===== src/rtl/ex_muldiv_ctrl_if.sv =====
// Execute-stage mul/div request/response bundle between the ID/EX register and
// the iterative HI/LO sequencer.
interface ex_muldiv_ctrl_if #(
    parameter int NB_DATA = 32,
    parameter int NB_OP   = 6
);
    logic               valid_i;
    logic               flush_i;
    logic [NB_OP-1:0]   opcode_i;
    logic [NB_OP-1:0]   funct_i;
    logic [NB_DATA-1:0] data_ra_i;
    logic [NB_DATA-1:0] data_rb_i;
    logic               stall_o;
    logic               busy_o;
    logic               done_o;
    logic [NB_DATA-1:0] hi_o;
    logic [NB_DATA-1:0] lo_o;
    logic [NB_DATA-1:0] hilo_rdata_o;

    modport master (
        output valid_i, flush_i, opcode_i, funct_i, data_ra_i, data_rb_i,
        input  stall_o, busy_o, done_o, hi_o, lo_o, hilo_rdata_o
    );

    modport slave (
        input  valid_i, flush_i, opcode_i, funct_i, data_ra_i, data_rb_i,
        output stall_o, busy_o, done_o, hi_o, lo_o, hilo_rdata_o
    );
endinterface


===== src/rtl/ex_muldiv_ctrl.sv =====
// Iterative MULT/MULTU/DIV/DIVU sequencer owning HI/LO; serves MFHI/MFLO/MTHI/MTLO.
// Define MULDIV_DIV_EN to build the restoring divider; otherwise DIV/DIVU are ignored.
module ex_muldiv_ctrl #(
    parameter int NB_DATA = 32,
    parameter int NB_OP   = 6
) (
    input logic             clk_i,
    input logic             rst_n_i,
    ex_muldiv_ctrl_if.slave bus
);
    localparam int CW = $clog2(NB_DATA);
    localparam logic [NB_OP-1:0] F_MFHI  = NB_OP'(6'h10);
    localparam logic [NB_OP-1:0] F_MTHI  = NB_OP'(6'h11);
    localparam logic [NB_OP-1:0] F_MFLO  = NB_OP'(6'h12);
    localparam logic [NB_OP-1:0] F_MTLO  = NB_OP'(6'h13);
    localparam logic [NB_OP-1:0] F_MULT  = NB_OP'(6'h18);
    localparam logic [NB_OP-1:0] F_MULTU = NB_OP'(6'h19);
`ifdef MULDIV_DIV_EN
    localparam logic [NB_OP-1:0] F_DIV   = NB_OP'(6'h1A);
    localparam logic [NB_OP-1:0] F_DIVU  = NB_OP'(6'h1B);
`endif

    typedef enum logic [1:0] {IDLE, RUN, SIGN} state_t;

    state_t             state;
    logic               busy_q, done_q, neg_q;
    logic [CW-1:0]      cnt_q;
    logic [NB_DATA-1:0] hi_q, lo_q, acc_hi, acc_lo, opb_q;

    logic               is_special, is_mul, is_div_op, md_op, is_mt, is_mf, hilo_op;
    logic               op_signed, sign_a, sign_b;
    logic [NB_DATA-1:0] abs_a, abs_b, rdata;
    logic [NB_DATA:0]   mul_sum;
    logic [2*NB_DATA-1:0] prod_fix;

    always_comb begin
        is_special = bus.valid_i && (bus.opcode_i == '0);
        is_mul     = is_special && (bus.funct_i == F_MULT || bus.funct_i == F_MULTU);
        op_signed  = (bus.funct_i == F_MULT);
`ifdef MULDIV_DIV_EN
        is_div_op  = is_special && (bus.funct_i == F_DIV || bus.funct_i == F_DIVU);
        op_signed  = op_signed || (bus.funct_i == F_DIV);
`else
        is_div_op  = 1'b0;
`endif
        md_op      = is_mul || is_div_op;
        is_mt      = is_special && (bus.funct_i == F_MTHI || bus.funct_i == F_MTLO);
        is_mf      = is_special && (bus.funct_i == F_MFHI || bus.funct_i == F_MFLO);
        hilo_op    = md_op || is_mt || is_mf;
        sign_a     = op_signed && bus.data_ra_i[NB_DATA-1];
        sign_b     = op_signed && bus.data_rb_i[NB_DATA-1];
        abs_a      = sign_a ? -bus.data_ra_i : bus.data_ra_i;
        abs_b      = sign_b ? -bus.data_rb_i : bus.data_rb_i;
        rdata      = '0;
        if (is_special && bus.funct_i == F_MFHI) rdata = hi_q;
        if (is_special && bus.funct_i == F_MFLO) rdata = lo_q;
    end

    // rs sits in the low accumulator half for both kinds: multiplier for MUL
    // (product is commutative), dividend for DIV; rt is the add/subtract operand.
    assign mul_sum  = {1'b0, acc_hi} + (acc_lo[0] ? {1'b0, opb_q} : '0);
    assign prod_fix = neg_q ? -{acc_hi, acc_lo} : {acc_hi, acc_lo};

`ifdef MULDIV_DIV_EN
    logic                 is_div_q, neg_rem_q, div0_q;
    logic [NB_DATA:0]     div_shift;
    logic [NB_DATA+1:0]   div_diff;
    logic                 div_ge;
    logic [NB_DATA-1:0]   quot_fix, rem_fix;

    assign div_shift = {acc_hi, acc_lo[NB_DATA-1]};
    assign div_diff  = {1'b0, div_shift} - {2'b0, opb_q};
    assign div_ge    = ~div_diff[NB_DATA+1];
    // With a zero divisor every trial succeeds, so the remainder ends up as |rs|;
    // restoring its sign reproduces the raw dividend for HI without extra storage.
    assign quot_fix  = div0_q ? '1 : (neg_q ? -acc_lo : acc_lo);
    assign rem_fix   = neg_rem_q ? -acc_hi : acc_hi;
`endif

    always_ff @(posedge clk_i) begin
        if (!rst_n_i) begin
            state  <= IDLE;
            busy_q <= 1'b0;
            done_q <= 1'b0;
            neg_q  <= 1'b0;
            cnt_q  <= '0;
            hi_q   <= '0;
            lo_q   <= '0;
            acc_hi <= '0;
            acc_lo <= '0;
            opb_q  <= '0;
`ifdef MULDIV_DIV_EN
            is_div_q  <= 1'b0;
            neg_rem_q <= 1'b0;
            div0_q    <= 1'b0;
`endif
        end else begin
            done_q <= 1'b0;
            case (state)
                IDLE: begin
                    if (md_op && !bus.flush_i) begin
                        state  <= RUN;
                        busy_q <= 1'b1;
                        cnt_q  <= CW'(NB_DATA-1);
                        acc_hi <= '0;
                        acc_lo <= abs_a;
                        opb_q  <= abs_b;
                        neg_q  <= sign_a ^ sign_b;
`ifdef MULDIV_DIV_EN
                        is_div_q  <= is_div_op;
                        neg_rem_q <= sign_a;
                        div0_q    <= (bus.data_rb_i == '0);
`endif
                    end else if (is_mt && !bus.flush_i) begin
                        if (bus.funct_i == F_MTHI) hi_q <= bus.data_ra_i;
                        else                       lo_q <= bus.data_ra_i;
                    end
                end
                RUN: begin
                    if (bus.flush_i) begin
                        state  <= IDLE;
                        busy_q <= 1'b0;
                    end else begin
`ifdef MULDIV_DIV_EN
                        if (is_div_q) begin
                            acc_hi <= div_ge ? div_diff[NB_DATA-1:0] : div_shift[NB_DATA-1:0];
                            acc_lo <= {acc_lo[NB_DATA-2:0], div_ge};
                        end else begin
                            acc_hi <= mul_sum[NB_DATA:1];
                            acc_lo <= {mul_sum[0], acc_lo[NB_DATA-1:1]};
                        end
`else
                        acc_hi <= mul_sum[NB_DATA:1];
                        acc_lo <= {mul_sum[0], acc_lo[NB_DATA-1:1]};
`endif
                        cnt_q <= cnt_q - CW'(1);
                        if (cnt_q == '0) state <= SIGN;
                    end
                end
                SIGN: begin
                    state  <= IDLE;
                    busy_q <= 1'b0;
                    if (!bus.flush_i) begin
                        done_q <= 1'b1;
`ifdef MULDIV_DIV_EN
                        if (is_div_q) begin
                            hi_q <= rem_fix;
                            lo_q <= quot_fix;
                        end else begin
                            hi_q <= prod_fix[2*NB_DATA-1:NB_DATA];
                            lo_q <= prod_fix[NB_DATA-1:0];
                        end
`else
                        hi_q <= prod_fix[2*NB_DATA-1:NB_DATA];
                        lo_q <= prod_fix[NB_DATA-1:0];
`endif
                    end
                end
                default: begin
                    state  <= IDLE;
                    busy_q <= 1'b0;
                end
            endcase
        end
    end

    assign bus.stall_o      = hilo_op && busy_q && !bus.flush_i;
    assign bus.busy_o       = busy_q;
    assign bus.done_o       = done_q;
    assign bus.hi_o         = hi_q;
    assign bus.lo_o         = lo_q;
    assign bus.hilo_rdata_o = rdata;
endmodule


===== src/flat_wrapper.sv =====
// flat-port wrapper written by rule: the top's interface ports become plain ports
module ex_muldiv_ctrl_flat 
#(
    parameter int NB_DATA = 32,
    parameter int NB_OP   = 6
)
  (clk_i, rst_n_i, bus_valid_i, bus_flush_i, bus_opcode_i, bus_funct_i, bus_data_ra_i, bus_data_rb_i, bus_stall_o, bus_busy_o, bus_done_o, bus_hi_o, bus_lo_o, bus_hilo_rdata_o);
  ex_muldiv_ctrl_if #(.NB_DATA(NB_DATA), .NB_OP(NB_OP)) bus_i ();
  input logic clk_i;
  input logic rst_n_i;
  input wire logic [$bits(bus_i.valid_i)-1:0] bus_valid_i;
  input wire logic [$bits(bus_i.flush_i)-1:0] bus_flush_i;
  input wire logic [$bits(bus_i.opcode_i)-1:0] bus_opcode_i;
  input wire logic [$bits(bus_i.funct_i)-1:0] bus_funct_i;
  input wire logic [$bits(bus_i.data_ra_i)-1:0] bus_data_ra_i;
  input wire logic [$bits(bus_i.data_rb_i)-1:0] bus_data_rb_i;
  output wire logic [$bits(bus_i.stall_o)-1:0] bus_stall_o;
  output wire logic [$bits(bus_i.busy_o)-1:0] bus_busy_o;
  output wire logic [$bits(bus_i.done_o)-1:0] bus_done_o;
  output wire logic [$bits(bus_i.hi_o)-1:0] bus_hi_o;
  output wire logic [$bits(bus_i.lo_o)-1:0] bus_lo_o;
  output wire logic [$bits(bus_i.hilo_rdata_o)-1:0] bus_hilo_rdata_o;
  assign bus_i.valid_i = bus_valid_i;
  assign bus_i.flush_i = bus_flush_i;
  assign bus_i.opcode_i = bus_opcode_i;
  assign bus_i.funct_i = bus_funct_i;
  assign bus_i.data_ra_i = bus_data_ra_i;
  assign bus_i.data_rb_i = bus_data_rb_i;
  assign bus_stall_o = bus_i.stall_o;
  assign bus_busy_o = bus_i.busy_o;
  assign bus_done_o = bus_i.done_o;
  assign bus_hi_o = bus_i.hi_o;
  assign bus_lo_o = bus_i.lo_o;
  assign bus_hilo_rdata_o = bus_i.hilo_rdata_o;
  ex_muldiv_ctrl #(.NB_DATA(NB_DATA), .NB_OP(NB_OP)) u_core (.clk_i(clk_i), .rst_n_i(rst_n_i), .bus(bus_i));
endmodule

===== config.mk =====
export PLATFORM = sky130hd
export DESIGN_NAME = ex_muldiv_ctrl_flat
export DESIGN_NICKNAME = d
export VERILOG_FILES = /design/src/rtl/ex_muldiv_ctrl_if.sv /design/src/rtl/ex_muldiv_ctrl.sv /design/src/flat_wrapper.sv
export SDC_FILE = /design/constraint.sdc
export NUM_CORES = 1
export LEC_CHECK = 0
export CORE_MARGIN = 2
export CORE_UTILIZATION = 56
export CTS_CLUSTER_DIAMETER = 120
export DETAILED_ROUTE_END_ITERATION = 12
export GPL_ROUTABILITY_DRIVEN = 0
export PLACE_DENSITY = 0.82
export RECOVER_POWER = 25
export SKIP_LAST_GASP = 1
export SYNTH_ARGS = -nofsm -noshare
export SYNTH_HDL_FRONTEND = slang
export SYNTH_SLANG_ARGS = --single-unit

===== constraint.sdc =====
create_clock -name clk_i -period 4.5 [get_ports clk_i]
set_clock_uncertainty 0.2 [all_clocks]
set_input_delay 0.9 -clock clk_i [delete_from_list [all_inputs] [get_ports clk_i]]
set_output_delay 0.9 -clock clk_i [all_outputs]
set_load 0.05 [all_outputs]

==> impl_metrics.tcl, run 1 <==
set metrics [dict create \
    grt_max_degree 86 \
    multiInputGateArea_mm2 0.00810 \
    grt_pass1_vias 11800 \
    synthTopCellsByArea "dfxtp_1 (28%), nor2_1 (5.9%), o21ai_0 (5.2%), xnor2_1 (5.1%), a21oi_1 (5.1%)" \
    ff_latch_area_mm2 0.00340 \
    cts.sinks 170 \
    totalWireLength_um 41500 \
    cts_inserted_buffers 17 \
    timing.final.ws_setup_ns 0.154 \
    diodes 0 \
    crit_path_end_kind "output port" \
    cp_slowest_cell "nor4b_1" \
    p_leak_nw 5.79 \
    finalSetupViolations 0 \
    postPlaceCellArea_mm2 0.0144 \
    die_w_um 151 \
    status "finished, final reports clean" \
    r2r.worst_path.cells 7 \
    synthCells 1602 \
    boundaryPins 179 \
    worst-setup-path-type "in2out" \
    power_w 0.00323 \
    critPathLaunch "bus_opcode_i[2]" \
    slowest_delay_ns 0.54 \
    place_ws_ns 0.229 \
    crit_path_cell_trace "clkdlybuf4s50_1 -> nor4b_1 -> nand3_1 -> or3_1 -> buf_4 -> nor2_1 -> buf_12" \
    yosysWarnings 0 \
    maxCapViolations 0 \
    start_util 0.571 \
    ys_seq_elements 170 \
    h-tree-depth 4 \
    wl_per_cell_um 20.6 \
    min_path_type "reg2reg" \
    final-max-slew-violation-count 0 \
    arrival_ns 3.25 \
    die_height_um 151 \
    synth_edf_count 0 \
    rows 53 \
    timing.final.crit_share 0.966 \
    grt_pass1_wl_um 63800 \
    cts_resized 0 \
    cp-start-kind "primary input" \
    fill_cells 1703 \
    synth_cell_types 80 \
    drc_errors 0 \
    cp.required_ns 3.40 \
    ant_nets 0 \
    slew_headroom 0.121 \
    dr.pass1.iters 6 \
    cts_setup_buffers 0 \
    numPortBuffers 178 \
    hold_buffers 0 \
    worstReg2RegEnd "u_core.bus.lo_o[30]" \
    synth_largest_area_cell "dfxtp_1" \
    insertion_delay_ns 0.45 \
    area_growth_pct 24.2 \
    via_count 13200 \
    ys.flop_type "dfxtp_1" \
    syn_area_mm2 0.0120 \
    dpl.hpwl_um 31000 \
    synth_area_per_cell_um2 7.52 \
    crit_fanout 32 \
    ys_seq_area_frac 0.283 \
    final_area_mm2 0.0150 \
    antenna_found_initial 1 \
    worst_pin_slew_ns 1.32 \
    drt_iter0_markers 1821 \
    r2r_setup_slack_ns 0.83 \
    drive_gt1_frac 0.0848 \
    yosysMostFrequentCell "nor2_1" \
    timing.rr.start "u_core.acc_lo[2]" \
    grt.total_usage 0.359 \
    synthTopCellsByCount "nor2_1 (189), dfxtp_1 (170), nand2_1 (145), o21ai_0 (125), a21oi_1 (122)" \
    cts_root_buf "clkbuf_16" \
    whs_ns 0.263 \
    async_flop_share 0 \
    hold_viol 0 \
    cts_tree "built" \
    powerDensity_mw_per_mm2 216 \
    critPathCapture "bus_hilo_rdata_o[20]" \
    gr-total-overflow 0 \
    die_area_mm2 0.0227 \
    rsz0062_at_grt "false" \
    yosysTopAreaCellShare 0.283 \
    peakVddDrop_uv 317 \
    min_period_ns 4.35 \
    core_area_mm2 0.0211 \
    clk_pin_slew_ns 0.07 \
    max_freq_mhz 230 \
    vias_per_cell 6.54 \
    cts_buffer_depth 2 \
    final_net_count 1851 \
    finalSetupTns_ns 0 \
    syn_nets 1720 \
]
[worst min-delay path by stage]
| stage | startpoint | to | slack, ns | depth (start not counted) |
|---|---|---|---|---|
| 2_1_floorplan | u_core.opb_q[0] | u_core.opb_q[0] | 0.23 | 2 |
| 3_3_place_gp | u_core.opb_q[0] | u_core.opb_q[0] | 0.25 | 2 |
| 3_5_place_dp | u_core.opb_q[0] | u_core.opb_q[0] | 0.26 | 2 |
| 4_1_cts | u_core.opb_q[0] | u_core.opb_q[0] | 0.27 | 2 |
| 5_1_grt | u_core.opb_q[0] | u_core.opb_q[0] | 0.29 | 2 |
| 6_report | u_core.opb_q[0] | u_core.opb_q[0] | 0.26 | 2 |
[registers in the layout, summed over array words and instances (netlist names)]
register / flops
u_core.acc_hi: 32
u_core.acc_lo: 32
u_core.bus.hi_o: 32
u_core.bus.lo_o: 32
u_core.opb_q: 32
u_core.cnt_q: 5
u_core.state: 2
u_core.bus.busy_o: 1
u_core.bus.done_o: 1
u_core.neg_q: 1
[report_power, final]
| group | total (W) | switching, W | internal [W] |
|---|---|---|---|
| Sequential | 0.00150 | 0.000000172 | 0.00150 |
| Combinational | 0.000237 | 0.000133 | 0.000104 |
| Clock | 0.00149 | 0.000705 | 0.000783 |
| Total | 0.00323 | 0.000838 | 0.00239 |
[cell usage in the layout, fill, tap and decap left out, drive strengths merged, types with 5 or more instances in the layout]
cell type	instances
inv	33
nand4b	6
a211oi	46
nor2	190
or2	6
nor4b	5
clkbuf	18
a21oi	123
nor3	39
dfxtp	170
dlygate4sd3	64
nand3	56
a22oi	19
o21ai	126
o211ai	20
clkdlybuf4s50	79
xnor2	70
o22ai	5
buf	78
o41ai	18
or4	16
nand2b	8
ha	37
o21a	10
and3	10
a22o	7
mux2i	42
o31ai	33
and2	45
a31oi	30
xor2	63
nand4	19
or3	17
o21bai	6
a21o	14
nor4	15
nand2	145
[worst max-delay path, delay by kind of cell]
family	cells	cell delay (ns)
buf+inv	3	0.81
simple gates	4	1.52
[cell type report]
cell class / instances / area share
Multi-Input combinational cell: 1297 / 0.541
Sequential cell: 170 / 0.227
Timing Repair Buffer: 222 / 0.163
Clock buffer: 17 / 0.0284
Tap cell: 275 / 0.0230
Clock inverter: 15 / 0.0104
Inverter: 25 / 0.00627
[through the flow]
step,instances,util
global route,2021,0.710
finish,2021,0.710
CTS,2021,0.710
floorplan,1602,-
global placement,1989,0.682
detailed placement,1989,0.682
[metal layers]
layer | wire, um | vias to the layer above | track usage
li1 | - | 6096 | -
met4 | 1570 | 2 | 0.137
met1 | 16600 | 6113 | 0.491
met2 | 18000 | 878 | 0.548
met3 | 5430 | 129 | 0.0833
met5 | 13 | - | 0
[logic make-up after synthesis]
kind of cell    Yosys count  share of synthesized area
mux                      42                     0.0349
fa+ha+maj                38                     0.0401
flops                   170                      0.283
simple gates            593                      0.241
xor+xnor                133                     0.0967
buf+inv                 135                     0.0462
compound gates          491                      0.258
Power figures use the tool's default switching activity.
==> run 2: changes to the inputs <==
HOLD_SLACK_MARGIN = 0.06   (was default)
==> results of run 2 <==
No change in the layout: final DEF, timing and power equal those of run 1.
